### src/rtl/nn_sequencer_pkg.sv
// Shared definitions for the NeuralNetwork program sequencer: opcodes, the
// instruction word layout, FSM states and the address-bump helper.
package nn_sequencer_pkg;

  localparam int PC_W   = 10;
  localparam int ADDR_W = 16;
  localparam int RPT_W  = 8;
  localparam int SEQ_IW = 4 + 3 * ADDR_W + RPT_W + 4;

  // Bit positions inside the used-field mask produced by the decoder
  localparam int USE_XY_RD = 0;
  localparam int USE_XY_WR = 1;
  localparam int USE_W_RD  = 2;
  localparam int USE_W_WR  = 3;
  localparam int USE_MAC   = 4;

  typedef enum logic [3:0] {
    INST_NOP        = 4'h0,
    INST_MATMUL     = 4'h1,
    INST_ACCMOV     = 4'h2,
    INST_LOADMAC    = 4'h3,
    INST_MATMULT    = 4'h4,
    INST_VECTTOMAT  = 4'h5,
    INST_WCONSTPROD = 4'h6,
    INST_WACC       = 4'h7,
    INST_HALT       = 4'h8
  } inst_t;

  typedef struct packed {
    logic [3:0]        op;
    logic [ADDR_W-1:0] a;
    logic [ADDR_W-1:0] b;
    logic [ADDR_W-1:0] c;
    logic [RPT_W-1:0]  rpt;
    logic              bypass;
    logic              mask;
    logic              loopback;
    logic              acc_op;
  } seq_word_t;

  typedef struct packed {
    logic [ADDR_W-1:0] xy_rd;
    logic [ADDR_W-1:0] xy_wr;
    logic [ADDR_W-1:0] w_rd;
    logic [ADDR_W-1:0] w_wr;
    logic [ADDR_W-1:0] mac;
  } seq_addr_t;

  localparam seq_addr_t ADDR_NONE = {(5 * ADDR_W){1'b0}};

  typedef enum logic [2:0] {IDLE, FETCH, LOAD, ISSUE, HALTED} seq_state_t;

  function automatic logic [ADDR_W-1:0] bump(input logic [ADDR_W-1:0] addr, input logic en);
    return addr + {{(ADDR_W - 1){1'b0}}, en};
  endfunction

endpackage

### src/rtl/nn_sequencer_if.sv
// Program-memory and controller-issue bus between the sequencer (master)
// and the memory/controller side (slave).
interface nn_sequencer_if;

  logic                                 prog_rd_en;
  logic [nn_sequencer_pkg::PC_W-1:0]    prog_addr;
  logic [nn_sequencer_pkg::SEQ_IW-1:0]  prog_data;
  logic                                 stall;
  nn_sequencer_pkg::inst_t              instruction;
  logic                                 issue_valid;
  logic [nn_sequencer_pkg::ADDR_W-1:0]  xy_read_addr;
  logic [nn_sequencer_pkg::ADDR_W-1:0]  xy_write_addr;
  logic [nn_sequencer_pkg::ADDR_W-1:0]  w_read_addr;
  logic [nn_sequencer_pkg::ADDR_W-1:0]  w_write_addr;
  logic [nn_sequencer_pkg::ADDR_W-1:0]  mac_addr;
  logic                                 act_bypass;
  logic                                 act_mask;
  logic                                 xy_acc_loopback;
  logic                                 xy_acc_op;

  modport master (
    output prog_rd_en, prog_addr, instruction, issue_valid,
           xy_read_addr, xy_write_addr, w_read_addr, w_write_addr, mac_addr,
           act_bypass, act_mask, xy_acc_loopback, xy_acc_op,
    input  prog_data, stall
  );

  modport slave (
    input  prog_rd_en, prog_addr, instruction, issue_valid,
           xy_read_addr, xy_write_addr, w_read_addr, w_write_addr, mac_addr,
           act_bypass, act_mask, xy_acc_loopback, xy_acc_op,
    output prog_data, stall
  );

endinterface

### src/rtl/nn_sequencer_decode.sv
// Combinational decode of a program word into controller address mapping,
// the set of fields that auto-increment on repeat, flags and legality.
module nn_sequencer_decode
  import nn_sequencer_pkg::*;
(
  input  seq_word_t        word,
  output inst_t            inst,
  output seq_addr_t        addr,
  output logic [4:0]       used,
  output logic [3:0]       flags,
  output logic [RPT_W-1:0] last_cnt,
  output logic             legal,
  output logic             is_halt
);

  // Opcode mapping table; unknown opcodes leave legal low.
  always_comb begin
    inst    = INST_NOP;
    addr    = ADDR_NONE;
    used    = 5'b00000;
    flags   = 4'b0000;
    legal   = 1'b1;
    is_halt = 1'b0;
    case (inst_t'(word.op))
      INST_NOP: begin
        inst = INST_NOP;
      end
      INST_MATMUL, INST_WCONSTPROD: begin
        inst       = inst_t'(word.op);
        addr.xy_rd = word.a;
        addr.w_rd  = word.b;
        used       = 5'b00101;
      end
      INST_ACCMOV: begin
        inst       = INST_ACCMOV;
        addr.xy_wr = word.a;
        used       = 5'b00010;
        flags      = {word.bypass, word.mask, word.loopback, word.acc_op};
      end
      INST_LOADMAC: begin
        inst       = INST_LOADMAC;
        addr.xy_rd = word.a;
        addr.mac   = word.b;
        used       = 5'b10001;
      end
      INST_MATMULT: begin
        inst       = INST_MATMULT;
        addr.w_rd  = word.a;
        addr.xy_rd = word.b;
        addr.xy_wr = word.c;
        used       = 5'b00111;
        flags      = {word.bypass, word.mask, word.loopback, word.acc_op};
      end
      INST_VECTTOMAT: begin
        inst       = INST_VECTTOMAT;
        addr.xy_rd = word.a;
        addr.w_wr  = word.b;
        used       = 5'b01001;
      end
      INST_WACC: begin
        inst      = INST_WACC;
        addr.w_rd = word.a;
        addr.w_wr = word.b;
        used      = 5'b01100;
      end
      INST_HALT: begin
        is_halt = 1'b1;
      end
      default: begin
        legal = 1'b0;
      end
    endcase
  end

  // NOP and rpt==0 both issue exactly once.
  always_comb begin
    if ((word.op == 4'h0) || (word.rpt == {RPT_W{1'b0}})) begin
      last_cnt = {RPT_W{1'b0}};
    end else begin
      last_cnt = word.rpt - {{(RPT_W - 1){1'b0}}, 1'b1};
    end
  end

endmodule

### src/rtl/nn_sequencer.sv
// Program sequencer: fetches words from program memory, decodes them and
// issues them to the controller with optional repeat and stall handling.
module nn_sequencer
  import nn_sequencer_pkg::*;
(
  input  logic            clk,
  input  logic            reset,
  input  logic            start,
  input  logic [PC_W-1:0] pc_start,
  output logic            busy,
  output logic            halted,
  output logic            error,
  nn_sequencer_if.master  bus
);

  seq_state_t       state_r;
  logic [PC_W-1:0]  pc_r;
  logic [RPT_W-1:0] cnt_r;
  logic [RPT_W-1:0] last_r;
  logic [4:0]       used_r;
  logic             prog_rd_en_r;
  logic [PC_W-1:0]  prog_addr_r;
  logic             issue_valid_r;
  inst_t            inst_r;
  seq_addr_t        addr_r;
  logic [3:0]       flags_r;
  logic             busy_r;
  logic             halted_r;
  logic             error_r;

  seq_word_t        word_s;
  inst_t            dec_inst_s;
  seq_addr_t        dec_addr_s;
  logic [4:0]       dec_used_s;
  logic [3:0]       dec_flags_s;
  logic [RPT_W-1:0] dec_last_s;
  logic             dec_legal_s;
  logic             dec_halt_s;

  assign word_s = seq_word_t'(bus.prog_data);

  nn_sequencer_decode u_decode (
    .word     (word_s),
    .inst     (dec_inst_s),
    .addr     (dec_addr_s),
    .used     (dec_used_s),
    .flags    (dec_flags_s),
    .last_cnt (dec_last_s),
    .legal    (dec_legal_s),
    .is_halt  (dec_halt_s)
  );

  // Sequencer FSM; every bus output is a register so prog_data never reaches an output combinationally.
  always_ff @(posedge clk or negedge reset) begin
    if (!reset) begin
      state_r       <= IDLE;
      pc_r          <= {PC_W{1'b0}};
      cnt_r         <= {RPT_W{1'b0}};
      last_r        <= {RPT_W{1'b0}};
      used_r        <= 5'b00000;
      prog_rd_en_r  <= 1'b0;
      prog_addr_r   <= {PC_W{1'b0}};
      issue_valid_r <= 1'b0;
      inst_r        <= INST_NOP;
      addr_r        <= ADDR_NONE;
      flags_r       <= 4'b0000;
      busy_r        <= 1'b0;
      halted_r      <= 1'b0;
      error_r       <= 1'b0;
    end else begin
      case (state_r)
        IDLE, HALTED: begin
          if (start) begin
            state_r      <= FETCH;
            pc_r         <= pc_start;
            prog_addr_r  <= pc_start;
            prog_rd_en_r <= 1'b1;
            error_r      <= 1'b0;
            busy_r       <= 1'b1;
            halted_r     <= 1'b0;
          end
        end
        FETCH: begin
          prog_rd_en_r <= 1'b0;
          state_r      <= LOAD;
        end
        LOAD: begin
          cnt_r  <= {RPT_W{1'b0}};
          last_r <= dec_last_s;
          used_r <= dec_used_s;
          if (!dec_legal_s || dec_halt_s) begin
            error_r  <= !dec_legal_s;
            state_r  <= HALTED;
            halted_r <= 1'b1;
            busy_r   <= 1'b0;
          end else begin
            state_r       <= ISSUE;
            issue_valid_r <= 1'b1;
            inst_r        <= dec_inst_s;
            addr_r        <= dec_addr_s;
            flags_r       <= dec_flags_s;
          end
        end
        ISSUE: begin
          // A stalled cycle leaves every issue register untouched.
          if (!bus.stall) begin
            if (cnt_r == last_r) begin
              pc_r          <= pc_r + {{(PC_W - 1){1'b0}}, 1'b1};
              prog_addr_r   <= pc_r + {{(PC_W - 1){1'b0}}, 1'b1};
              prog_rd_en_r  <= 1'b1;
              state_r       <= FETCH;
              issue_valid_r <= 1'b0;
              inst_r        <= INST_NOP;
              addr_r        <= ADDR_NONE;
              flags_r       <= 4'b0000;
            end else begin
              cnt_r        <= cnt_r + {{(RPT_W - 1){1'b0}}, 1'b1};
              addr_r.xy_rd <= bump(addr_r.xy_rd, used_r[USE_XY_RD]);
              addr_r.xy_wr <= bump(addr_r.xy_wr, used_r[USE_XY_WR]);
              addr_r.w_rd  <= bump(addr_r.w_rd,  used_r[USE_W_RD]);
              addr_r.w_wr  <= bump(addr_r.w_wr,  used_r[USE_W_WR]);
              addr_r.mac   <= bump(addr_r.mac,   used_r[USE_MAC]);
            end
          end
        end
        default: begin
          state_r       <= IDLE;
          prog_rd_en_r  <= 1'b0;
          issue_valid_r <= 1'b0;
          inst_r        <= INST_NOP;
          addr_r        <= ADDR_NONE;
          flags_r       <= 4'b0000;
          busy_r        <= 1'b0;
          halted_r      <= 1'b0;
        end
      endcase
    end
  end

  assign bus.prog_rd_en      = prog_rd_en_r;
  assign bus.prog_addr       = prog_addr_r;
  assign bus.issue_valid     = issue_valid_r;
  assign bus.instruction     = inst_r;
  assign bus.xy_read_addr    = addr_r.xy_rd;
  assign bus.xy_write_addr   = addr_r.xy_wr;
  assign bus.w_read_addr     = addr_r.w_rd;
  assign bus.w_write_addr    = addr_r.w_wr;
  assign bus.mac_addr        = addr_r.mac;
  assign bus.act_bypass      = flags_r[3];
  assign bus.act_mask        = flags_r[2];
  assign bus.xy_acc_loopback = flags_r[1];
  assign bus.xy_acc_op       = flags_r[0];
  assign busy                = busy_r;
  assign halted              = halted_r;
  assign error               = error_r;

endmodule

### src/flat_wrapper.sv
// flat-port wrapper written by rule: the top's interface ports become plain ports
module nn_sequencer_flat import nn_sequencer_pkg::*;
  (clk, reset, start, pc_start, busy, halted, error, bus_prog_rd_en, bus_prog_addr, bus_instruction, bus_issue_valid, bus_xy_read_addr, bus_xy_write_addr, bus_w_read_addr, bus_w_write_addr, bus_mac_addr, bus_act_bypass, bus_act_mask, bus_xy_acc_loopback, bus_xy_acc_op, bus_prog_data, bus_stall);
  nn_sequencer_if bus_i ();
  input  logic clk;
  input  logic reset;
  input  logic start;
  input  logic [PC_W-1:0] pc_start;
  output logic busy;
  output logic halted;
  output logic error;
  output wire logic [$bits(bus_i.prog_rd_en)-1:0] bus_prog_rd_en;
  output wire logic [$bits(bus_i.prog_addr)-1:0] bus_prog_addr;
  output wire logic [$bits(bus_i.instruction)-1:0] bus_instruction;
  output wire logic [$bits(bus_i.issue_valid)-1:0] bus_issue_valid;
  output wire logic [$bits(bus_i.xy_read_addr)-1:0] bus_xy_read_addr;
  output wire logic [$bits(bus_i.xy_write_addr)-1:0] bus_xy_write_addr;
  output wire logic [$bits(bus_i.w_read_addr)-1:0] bus_w_read_addr;
  output wire logic [$bits(bus_i.w_write_addr)-1:0] bus_w_write_addr;
  output wire logic [$bits(bus_i.mac_addr)-1:0] bus_mac_addr;
  output wire logic [$bits(bus_i.act_bypass)-1:0] bus_act_bypass;
  output wire logic [$bits(bus_i.act_mask)-1:0] bus_act_mask;
  output wire logic [$bits(bus_i.xy_acc_loopback)-1:0] bus_xy_acc_loopback;
  output wire logic [$bits(bus_i.xy_acc_op)-1:0] bus_xy_acc_op;
  input wire logic [$bits(bus_i.prog_data)-1:0] bus_prog_data;
  input wire logic [$bits(bus_i.stall)-1:0] bus_stall;
  assign bus_prog_rd_en = bus_i.prog_rd_en;
  assign bus_prog_addr = bus_i.prog_addr;
  assign bus_instruction = bus_i.instruction;
  assign bus_issue_valid = bus_i.issue_valid;
  assign bus_xy_read_addr = bus_i.xy_read_addr;
  assign bus_xy_write_addr = bus_i.xy_write_addr;
  assign bus_w_read_addr = bus_i.w_read_addr;
  assign bus_w_write_addr = bus_i.w_write_addr;
  assign bus_mac_addr = bus_i.mac_addr;
  assign bus_act_bypass = bus_i.act_bypass;
  assign bus_act_mask = bus_i.act_mask;
  assign bus_xy_acc_loopback = bus_i.xy_acc_loopback;
  assign bus_xy_acc_op = bus_i.xy_acc_op;
  assign bus_i.prog_data = bus_prog_data;
  assign bus_i.stall = bus_stall;
  nn_sequencer u_core (.clk(clk), .reset(reset), .start(start), .pc_start(pc_start), .busy(busy), .halted(halted), .error(error), .bus(bus_i));
endmodule
### config.mk
export PLATFORM = sky130hd
export DESIGN_NAME = nn_sequencer_flat
export DESIGN_NICKNAME = d
export VERILOG_FILES = /design/src/rtl/nn_sequencer_pkg.sv /design/src/rtl/nn_sequencer_if.sv /design/src/rtl/nn_sequencer_decode.sv /design/src/rtl/nn_sequencer.sv /design/src/flat_wrapper.sv
export SDC_FILE = /design/constraint.sdc
export NUM_CORES = 1
export LEC_CHECK = 0
export CELL_PAD_IN_SITES_DETAIL_PLACEMENT = 1
export CELL_PAD_IN_SITES_GLOBAL_PLACEMENT = 1
export CORE_ASPECT_RATIO = 1.2
export CORE_MARGIN = 4
export CORE_UTILIZATION = 41
export DETAILED_ROUTE_END_ITERATION = 16
export GPL_ROUTABILITY_DRIVEN = 0
export GPL_TIMING_DRIVEN = 0
export PLACE_DENSITY_LB_ADDON = 0.1
export SYNTH_ARGS = -nofsm -noshare
export SYNTH_HDL_FRONTEND = slang
export SYNTH_SLANG_ARGS = --single-unit
### constraint.sdc
create_clock -name clk -period 3.01 [get_ports clk]
set_clock_uncertainty 0.15 [all_clocks]
set_input_delay 0.602 -clock clk [delete_from_list [all_inputs] [get_ports clk]]
set_output_delay 0.602 -clock clk [all_outputs]
set_load 0.02 [all_outputs]
* After elaboration in Yosys (flattened, before gate mapping) *
Index checks and enable logic that the tools add are counted.

word-level totals
  register bits after elaboration = 127
  input port bits = 78
  output and inout port bits = 103
  word-level logic and storage cells = 121

operators by class
  add/sub/neg operators = 8
  equal/unequal tests = 19
  mux-type cells = 48
  bitwise gates (word level) = 3
  reductions and logical operators = 26

operators by type and width
  kind                     count
  $mux W80                 3
  $pmux W80 S3             1
  $pmux W16 S2             3
  $add A16 B1 Y16          5
  $mux W16                 2
  $mux W10                 3
  $pmux W5 S6              1
  $mux W8                  3
  $pmux W4 S3              2
  $pmux W4 S6              1
  $mux W4                  5
  $pmux W10 S2             1
  $eq A4 B3 Y1 const B     4
  $pmux W8 S2              1
  $reduce_and A3 Y1        5
  $mux W1                  12
  $mux W3                  4
  $pmux W1 S3              4
  $pmux W3 S4              1
  $reduce_and A4 Y1        3
  $reduce_or A2 Y1         6
  $add A10 B1 Y10 const B  1
  $reduce_or A9 Y1         1
  $add A8 B1 Y8 const B    1
  other kinds (20)         31

* Depth between registers and ports, before layout *
Gate-level depths: netlist of the first run.

  word-level depth = 7
  gate-level depth with buffers = 9
  mapped depth without buffers = 7

* Cells and area by module *
From an unflattened synthesis of the first run, not the netlist that was laid out.

unflattened totals
  cells, all modules = 983
  area, all modules = 8355.5 um^2

modules (own cells, without submodules)
  module               instances  cells an instance  area an instance (um^2)  seq. area each (um^2)
  nn_sequencer         1          826                7255.7                   3178.0
  nn_sequencer_decode  1          157                1099.8                   0.0

* Worst setup path before layout of the first run *
Ideal clock, no wire load.

  path type = in2reg
  start point = in bus_prog_data[63]
  end point = reg u_core.addr_r (netlist bit u_core.bus.mac_addr[11])
  library setup time = 0.069 ns
  arrival time = 2.008 ns
  required time = 2.791 ns
  slack = 0.783 ns
  stages on the path = 7
  path buffers = 3
  cells stage by stage = clkbuf_1 > or4b_1 > buf_2 > nor3_4 > buf_6 > a22oi_1 > nand3_1

on the way
  longest elaborated chain between the ends = 7
  elaborated cells on any way between the ends = 19
  those cells by class = eq/ne: 9; mux: 5; reduce/logical: 5

ends and longest elaborated chain
  item                                  RTL line                   RTL
  from (decl)                           flat_wrapper.sv:25         input wire logic [$bits(bus_i.prog_data)-1:0] bus_prog_data;
  $eq A4 B3 Y1 (tied with other cells)  nn_sequencer_decode.sv:24  case (inst_t'(word.op))
  $reduce_or A9 Y1 (no source line)     -
  $mux W1                               nn_sequencer_decode.sv:24
  $logic_not A1 Y1                      nn_sequencer.sv:91         if (!dec_legal_s || dec_halt_s) begin
  $logic_or A1 B1 Y1                    nn_sequencer.sv:91
  $ne A2 B2 Y1 (no source line)         -
  $reduce_and A3 Y1 (no source line)    -
  to (signal assigned)                  nn_sequencer.sv:100        addr_r <= dec_addr_s;
  to (decl)                             nn_sequencer.sv:25         seq_addr_t addr_r;

Parallel ways exist; a longest one is shown, timed or not. The select of a mux whose other input is x is not followed.
A chain may end at the register's enable or synchronous reset.

* Final worst setup path of the first run *
  start point = in bus_stall
  end point = reg u_core.addr_r (netlist bit u_core.bus.w_write_addr[12])

on the way
  longest elaborated chain between the ends = 2

ends and longest elaborated chain
  item                                RTL line            RTL
  from (decl)                         flat_wrapper.sv:26  input wire logic [$bits(bus_i.stall)-1:0] bus_stall;
  $ne A2 B2 Y1 (no source line)       -
  $reduce_and A3 Y1 (no source line)  -

Every way passes these cells.

==> impl_metrics.ini, run 1 <==
[outcome]
outcome = finished clean

[placed_design]
port_buffers = 180
dp.cells = 1339
dpl.hpwl_um = 25500
place_area_mm2 = 0.0102

[finish]
nets = 1195
syn2layout_area_growth_pct = 35.0
design_area_mm2 = 0.0109
antenna_cells = 0
layout-drive-gt1-share = 0.0941
fillers = 2264
finalNonFillerCells = 1372
fin_util = 0.570

[cts]
ctsHtreeMaxLevel = 4
cts_root_buffer = clkbuf_16
path_clk_slew_ps = 60
cts_tree = yes
cts_buffers = 17
clk_latency_ps = 440
post-cts-setup-buffer-count = 0
clock-sinks = 127
cts.path.max_buffers = 2

[drt]
drtAntennaViolNets = 0
num_vias = 8982
drc = 0
wl_per_cell_um = 26.1
routed_wl_um = 35800
firstDrtPassIters = 6
vias_per_cell = 6.55
drt_iter0_drc = 949

[synthesis]
yosys-top-cells-area = dfrtp_1 39%, a22oi_1 5.4%, nand2_1 3.6%
yosysSeqAreaShare = 0.394
ys_seq_elements = 127
synthTopCellsByCount = 127 x dfrtp_1, 77 x nand2_1, 59 x nor2_1
yosysMostFrequentCell = dfrtp_1
synth_area_mm2 = 0.00808
syn_avg_cell_area_um2 = 8.95
synth_edf_count = 0
synth_cell_types = 70
synth_nets = 994
async_flop_share = 1.00
yosysTopAreaCellShare = 0.394
ys.flop_type = dfrtp_1
yosys_warnings = 0
synthCells = 902
yosys.area.top_type = dfrtp_1

[floorplan]
dieArea_mm2 = 0.0220
initial_utilization = 0.422
core_area_mm2 = 0.0191
num_rows = 55
die_x_um = 136
ioPinCount = 181
die_h_um = 162

[grt]
antenna_found_initial = 0
gr-total-overflow = 0
grt_pass1_wl_um = 54600
track_usage = 0.324
grt_max_degree = 87
grt_pass1_vias = 9281

[timing]
finalCritPeriodShare = 0.973
setup_viol = 0
final.setup.tns_ps = 0
whs_ps = 338
rsz0062_at_grt = no
finalCriticalPeriod_ps = 2930
slew_viol_final = 0
hold_violations = 0
max_freq_mhz = 341
max_slew_margin = 0.387
worst_pin_slew_ps = 912

[worst_hold_path]
hold_end = u_core.bus.issue_valid
holdCritPathClass = flip-flop to flip-flop
hold_depth = 1
hold_start = u_core.bus.issue_valid

[setup_path]
reg2regPathDepth = 9
r2r_end = u_core.bus.w_write_addr[15]
worstSetupStartpointType = input pin
arrival_ps = 3130
cp-startpoint = bus_stall
r2r_slack_ps = 170
required_ps = 3210
r2r_start = u_core.state_r[2]
crit_type = input pin to flip-flop
worstSetupEndpointType = flip-flop
cp_max_fo = 10

[job]
maxCapViolCount = 0

[power_and_ir_drop]
powerDensity_mw_per_mm2 = 902
power.leakage_uw = 0.00440
ir_drop_uv = 526
how the worst max path moves through the flow:
| stage | slack [ps] | to | cells past startpoint |
|---|---|---|---|
| final | 80 | u_core.bus.w_write_addr[12] | 7 |
| after global routing | 30 | u_core.bus.instruction[0] | 7 |
| after CTS | 3 | u_core.flags_r[1] | 8 |
| after detailed placement | -810 | u_core.bus.mac_addr[12] | 8 |
| after global placement | -4320 | u_core.bus.w_read_addr[4] | 1 |
| after floorplan | 780 | u_core.bus.mac_addr[11] | 7 |
worst max-delay path: stages:
cell             delay (ps)
clkdlybuf4s50_1         550
and2_1                  270
nor3_1                  290
clkbuf_1                610
clkbuf_2                510
a32oi_1                 190
o21ai_0                 110
per-layer routing:
layer,part of all wire,global-route usage
met5,0,0
met4,0.042,0.149
met3,0.095,0.0731
met2,0.46,0.507
met1,0.40,0.425
stage by stage:
| step | power [uW] | worst slack, ps |
|---|---|---|
| CTS | 9740 | 2.72 |
| finish | 9830 | 79.8 |
| global placement | 7350 | -4320 |
| detailed placement | 7470 | -810 |
| floorplan | 5220 | 783 |
| global route | 10300 | 28.2 |
logic make-up (layout without fill, tap and decap cells):
| family | count (synthesis) | in the layout | synth area share |
|---|---|---|---|
| AO/OA/AOI/OAI | 282 | 282 | 0.257 |
| XOR/XNOR | 21 | 21 | 0.0228 |
| adder cells (fa/ha/maj) | 14 | 14 | 0.0217 |
| buffers and inverters | 89 | 303 | 0.0485 |
| flip-flops | 127 | 127 | 0.394 |
| multiplexers | 7 | 7 | 0.00899 |
| AND/OR/NAND/NOR | 362 | 362 | 0.247 |
flip-flops by register name (all words and copies together) (netlist names), 3 cells and up:
| signal | flops |
|---|---|
| u_core.state_r | 3 |
| u_core.bus.mac_addr | 16 |
| u_core.cnt_r | 8 |
| u_core.used_r | 5 |
| u_core.flags_r | 4 |
| u_core.bus.xy_write_addr | 16 |
| u_core.pc_r | 10 |
| u_core.bus.instruction | 4 |
| u_core.bus.w_read_addr | 16 |
| u_core.bus.w_write_addr | 16 |
| u_core.last_r | 8 |
| u_core.bus.xy_read_addr | 16 |
cells in the final DEF, fill, tap and decap left out, drive strengths merged, types with 14 or more instances in the layout:
master,count
a211o,24
a21oi,25
a22o,19
a22oi,58
and2,14
and3,17
buf,35
clkbuf,52
clkdlybuf4s50,179
dfrtp,127
ha,14
inv,24
nand2,78
nand3,43
nand4,36
nor2,59
nor3,18
nor4,20
nor4b,16
o21ai,46
o31ai,21
or4,17
xnor2,18
cell type report:
class                      instances  area [um2]  share of cell area
sequential                       127        3180               0.292
clock inverter                    14         181              0.0166
multi-input combinational        686        4530               0.415
timing repair buffer             182        1840               0.169
tap                              256         320              0.0294
buffer                            68         334              0.0306
inverter                          21        78.8             0.00723
clock buffer                      18         439              0.0403
repair_timing:
item / in CTS / in global routing
endpoints found under the setup margin: 51 / 44
endpoints found under the hold margin: 41 / 0
gates resized for setup: 10 / 10
hold buffers: 1 / 0
power by group:
part           switching (uW)  internal [uW]
Clock                     893           1340
Sequential                700           2230
Combinational            2920           1760
Power figures use the tool's default switching activity.
==> inputs of run 2 (changes only) <==
- CTS_CLUSTER_SIZE: unset -> 14
==> results of run 2 <==
No change in the layout: final DEF, timing and power equal those of run 1.
==> inputs of run 3 (changes only) <==
- GPL_ROUTABILITY_DRIVEN: 0 -> 1
==> results of run 3 <==
No change in the layout: final DEF, timing and power equal those of run 1.
